[config.mk]
export PLATFORM = sky130hd
export DESIGN_NAME = rr_encoder_32x5
export DESIGN_NICKNAME = d
export VERILOG_FILES = /design/src/rtl/rr_encoder_32x5.sv
export SDC_FILE = /design/constraint.sdc
export NUM_CORES = 1
export LEC_CHECK = 0
export BUFFER_PORTS_ARGS = -buffer_cell sky130_fd_sc_hd__buf_2
export CORE_MARGIN = 1.5
export CORE_UTILIZATION = 41
export DETAILED_ROUTE_END_ITERATION = 10
export HOLD_SLACK_MARGIN = 0.05
export PLACE_DENSITY = 0.95
export SLEW_MARGIN = 20
export SYNTH_ARGS = -nofsm -noshare
export SYNTH_HDL_FRONTEND = slang
export SYNTH_SLANG_ARGS = --single-unit
[constraint.sdc]
create_clock -name clk -period 3.15 [get_ports clk]
set_input_delay 0 -clock clk [delete_from_list [all_inputs] [get_ports clk]]
set_output_delay 0 -clock clk [all_outputs]
set_load 0.02 [all_outputs]
[src/rtl/rr_encoder_32x5.sv]
// 32-line request encoder with one registered output slot (valid + 5-bit index).
// Latency: req to out_valid/out_index is 1 cycle. grant is combinational in the accept cycle.
// Backpressure: the slot holds while out_valid && !out_ready. It reloads on an accept or when empty.
//
// Ports:
//   clk        - single clock, rising edge
//   reset_n    - asynchronous active-low reset (clears slot and pointer)
//   en         - capture enable for loading a new request into the slot
//   req[31:0]  - level request lines, bit i = requester i
//   out_ready  - consumer accepts out_index this cycle
//   out_valid  - slot holds a valid index
//   out_index  - binary index of the selected requester
//   grant      - onehot(out_index) during an accept cycle, else zero
//
// Build option: RR_ENCODER_ROUND_ROBIN_EN selects round-robin arbitration.
// When it is undefined, arbitration is fixed priority and the lowest set index wins.
module rr_encoder_32x5 (
  input  logic        clk,
  input  logic        reset_n,
  input  logic        en,
  input  logic [31:0] req,
  input  logic        out_ready,
  output logic        out_valid,
  output logic [4:0]  out_index,
  output logic [31:0] grant
);

  logic        accept;
  logic        loadable;
  logic [4:0]  start;
  logic [62:0] req_dbl;
  logic [31:0] req_rot;
  logic [4:0]  offset;
  logic [4:0]  sel_index;

  assign accept   = out_valid & out_ready;
  assign loadable = ~out_valid | accept;

`ifdef RR_ENCODER_ROUND_ROBIN_EN
  logic [4:0] ptr;

  // On an accept edge the reload search already starts past the requester
  // just granted. That requester then has the lowest priority. The 5-bit add wraps 31 to 0.
  assign start = accept ? (out_index + 5'd1) : ptr;

  always_ff @(posedge clk or negedge reset_n) begin
    if (!reset_n) begin
      ptr <= 5'd0;
    end else if (accept) begin
      ptr <= out_index + 5'd1;
    end
  end
`else
  assign start = 5'd0;
`endif

  // Rotate req so that bit 'start' lands at position 0.
  // The lowest set bit of the rotated vector is then the first requester at or after 'start'.
  assign req_dbl = {req[30:0], req};
  assign req_rot = req_dbl[start +: 32];

  always_comb begin
    offset = 5'd0;
    for (int i = 31; i >= 0; i--) begin
      if (req_rot[i]) begin
        offset = 5'(i);
      end
    end
  end

  assign sel_index = start + offset;

  // Output slot. When the slot is not loadable, the index is frozen even if req or en change.
  always_ff @(posedge clk or negedge reset_n) begin
    if (!reset_n) begin
      out_valid <= 1'b0;
      out_index <= 5'd0;
    end else if (loadable) begin
      if (en && (req != 32'd0)) begin
        out_valid <= 1'b1;
        out_index <= sel_index;
      end else begin
        out_valid <= 1'b0;
      end
    end
  end

  assign grant = accept ? (32'd1 << out_index) : 32'd0;

endmodule

[Yosys cells after proc, flatten, opt, wreduce, memory -nomap -nowiden]
Cells that the tools add are included.
W data, S select, Z words.
Operators by class
  multiply operators: 0
  add/sub/neg operators: 0
  div/mod/pow operators: 0
  mux-type cells: 34
  equality and inequality tests: 0
  shift-type cells: 1
  reduce and logical (&&, ||, !) cells: 3
  magnitude comparators: 0
  bitwise logic cells: 3
Operators by type and width (number)
  $mux W5: 32
  $mux W32: 1
  $reduce_bool A32 Y1: 1
  $shl A1 B5 Y32 const A: 1
  $reduce_and A2 Y1: 1
  $and A1 B1 Y1: 1
  $logic_and A1 B1 Y1: 1
  $mux W1: 1
  $not A1 Y1: 1
  $or A1 B1 Y1: 1
Word-level totals
  flip-flop bits (word level): 6
  bits in read-only memories: 0
  word-level logic and storage cells: 43
  RAM bits: 0
  bits in latches: 0
  memories kept: 0
  input port bits: 36

[Depth between registers and ports, before layout]
  word-level depth: 32
  mapped depth: 5
  mapped depth without buffers: 5

[Worst setup path before layout]
OpenSTA, ideal clock, no wires.
  path kind: input port to flip-flop
  start point: in req[19]
  end point: reg out_index[0]
  cell stages on the path: 5
  setup time: 0.124 ns
  arrival: 1.595 ns
  setup slack: 1.432 ns
  path buffers: 0
  required time: 3.026 ns
  cell sequence: or4_4 > or4_4 > o21ai_4 > mux2i_1 > o21ai_2
Between the ends
  longest elaborated chain between the ends: 20
  elaborated cells on any way between the ends: 23
  those cells by class: mux (20); reduce/logical (3)
Ends and longest elaborated chain
  start: declaration: line 21  | input logic [31:0] req,
  $mux W5 (20 in series): line 65  | if (req_rot[i]) begin
  end signal: assignment: line 81  | out_index <= sel_index;
  end: declaration: line 24  | output logic [4:0] out_index,
Parallel ways exist; a longest one is shown, timed or not.
A chain may end at the register's enable or synchronous reset.

[Worst setup path in the final report]
  start point: in req[19]
  end point: reg out_valid
Between the ends
  longest elaborated chain between the ends: 3
Ends and longest elaborated chain
  $reduce_bool A32 Y1: line 79  | if (en && (req != 32'd0)) begin
  $logic_and A1 B1 Y1: line 79
  $mux W1: line 79
  end signal: assignment: line 76  | out_valid <= 1'b0;
  end signal: assignment: line 80  | out_valid <= 1'b1;
  end signal: assignment: line 83  | out_valid <= 1'b0;
  end: declaration: line 23  | output logic out_valid,
No other way between the ends.

==> metrics.txt <==
Post-synth EDFFs 0; Die Area 2360 µm²; Max-Slew Margin vs Limit 43.3%; Clock Tree Root clkbuf_4; async set-reset flop share out of synthesis 100%; Starting Density 43.5%; Chip Height around 50 µm; fin crit share 59.7%; Synth Instances 135; mapped cell area 853 µm²; syn avg cell area 6.32 µm²; Clock Skew 0.00223 ns; R2R cell count 4; Final WS setup 1.27 ns; pre-CTS setup slack 1.22 ns; TritonCTS Buffers 3; Synth area leaders nor2_1 21%, dfrtp_1 18%, nand2_1 4.8%, a21oi_1 4.1%, o21ai_0 4.1%; Clock Latency Late Sink about 0.24 ns; Seq cells post-synth 6; grt ovf 0; top-area cell type share of the netlist area approximately a fifth; worst vdd ir roughly 0.12 mV; # Max-Cap Violations 0; status finished, final reports clean; Hold Buf Count CTS 3; final wirelength 2.58 mm; Setup TNS 0 ns; R2R Path Start out_valid$_DFFE_PN0P_; largest net degree at the start of global routing 9; Detailed Place HPWL 2.21 mm; Final setup viols 0; biggest area consumer among synthesized cells nor2_1; router iterations before antenna repair 4; layout cells sized above 1 40.3%; sequential fraction of design power around a third; Worst R2R End out_index[1]$_DFFE_PN0P_; CTS max path bufs 2; Util after Layout 65.9%; PD cells 231 nW/µm²; H-tree depth 1; final hold vios 0; critical path class input port to flip-flop; Critical Path RT 3.27 ns; Sw Share 39.8%; CP arrival 2.00 ns; drt drc 0; min cycle time layout 1.88 ns; worst-path maximum fanout 3; Synth Flop Type dfrtp_1; 1st-iter DRT viols 13; I/O Pins 74; Slew Viols, Final 0; PortBufs 73; Yosys cell types 34; TritonCTS clock tree built; Post-CTS Setup Bufs 0; Max Clk Rate 532 MHz; RSZ-0062 raised after global routing false; die width 48.6 µm; fin nets 249; first-pass GRT wire length 4.53 mm; CTS Sinks 6; DRT antenna net count 0; Avg WL per Cell roughly 11 µm; commonest cells in the netlist 47 x nor2_1, 11 x nand2_1, 7 x a21oi_1, 7 x o21ai_0; post-synthesis sequential area ratio between 15 and 20%; yosys warns 0; Gate power share 45.2%; Synthesized Nets 171; Net Sw Power 0.000119 W; leak pwr ~0.69 nW; antenna violations before repair 0; Vias/cell ~5.3; gr usage total 23.1%; core area 1960 µm²; count leader, synth nor2_1; diodes inserted 0; vias in the first global route 1111; CP endpoint kind flip-flop; Final GP Congestion slightly below 0.9; Resized cells post-CTS 0; worst hold path class input port to asynchronous set/reset pin; Area Growth Syn to Fin 51.6%; Clk pwr share 23.4%; number of cell rows 16; post-route insts no fill 238; clock-pin transition on the worst setup and hold timing paths 0.04 ns; Cell Int Power 0.000180 W; Worst R2R Setup Slack 1.91 ns; worst slew pin tran 0.842 ns; via count 1250; Worst setup SP type input port; Placed Cells between 200 and 250
layout make-up:
class / instances / area (µm²)
clock buffers: 3 / 22.5
fillers: 188 / 668
inverters: 6 / 22.5
multi-input cells: 120 / 669
flip-flops and latches: 6 / 150
well taps: 27 / 33.8
repair buffers: 76 / 395
power groups by stage:
stage / combinational [W] / sequential, W / clock [W]
CTS: 0.000134 / 0.0000938 / 0.0000718
finish: 0.000135 / 0.0000936 / 0.0000699
global placement: 0.000128 / 0.0000948 / 0
detailed placement: 0.000131 / 0.0000949 / 0
floorplan: 0.0000671 / 0.000102 / 0
global route: 0.000150 / 0.0000950 / 0.0000786
cells in the final DEF (no fill, tap or decap), drive strengths merged:
cell type,n
nor3,2
nand2,11
o21ai,9
buf,73
nand3,2
a211oi,1
inv,6
a31oi,4
nand4bb,1
clkbuf,3
nand4,1
o31ai,3
or2,1
or4,7
o41ai,1
o21a,1
nor3b,1
and2,1
a211o,1
nand2b,4
dfrtp,6
nor4,4
dlygate4sd3,3
a21oi,7
nor2,47
o221a,1
a2111oi,1
o311a,1
o211ai,1
mux2i,1
nor2b,4
o31a,1
and3,1
worst max-delay path, cell delays in order:
cell and delay [ns]:
buf_2 0.11, or4_4 0.54, or4_4 0.57, o21ai_0 0.16, nand2_1 0.07, dlygate4sd3_1 0.55
state kept, by name, summed over array words and instances (netlist names):
signal and count:
out_valid 1, out_index 5
routing by layer:
metal | vias to the layer above | share of wire (%) | track usage [%]
met1 | 544 | 39 | 24.0
met4 | 0 | 0.74 | 8.57
li1 | 637 | - | -
met3 | 2 | 8.3 | 3.40
met5 | - | 0 | 0
met2 | 67 | 52 | 45.7
metrics by stage:
| step | instance area, µm² | total power, W | hold WS, ns |
|---|---|---|---|
| 5_1_grt | 1290 | 0.000324 | 0.109 |
| 2_1_floorplan | 853 | 0.000169 | -0.296 |
| 3_3_place_gp | 1240 | 0.000223 | -0.172 |
| 6_report | 1290 | 0.000298 | 0.108 |
| 3_5_place_dp | 1240 | 0.000226 | -0.171 |
| 4_1_cts | 1290 | 0.000300 | 0.109 |
logic make-up after synthesis:
family	count (synthesis)	share of synthesized area (%)
muxes	1	1.17
and+or+nand+nor	87	51.2
buffers and inverters	9	3.96
DFF	6	17.6
AOI/OAI and AO/OA	32	26.1
worst max path at each step:
stage | startpoint | to | slack (ns) | cells after the start
finish | req[19] | out_valid$_DFFE_PN0P_ | 1.27 | 6
floorplan | req[19] | out_index[0]$_DFFE_PN0P_ | 1.43 | 5
global route | req[19] | out_valid$_DFFE_PN0P_ | 1.17 | 6
detailed placement | req[19] | out_index[0]$_DFFE_PN0P_ | 1.22 | 6
global placement | req[19] | out_index[0]$_DFFE_PN0P_ | 1.28 | 6
CTS | req[19] | out_valid$_DFFE_PN0P_ | 1.28 | 6
(Power assumes the default switching activity.)
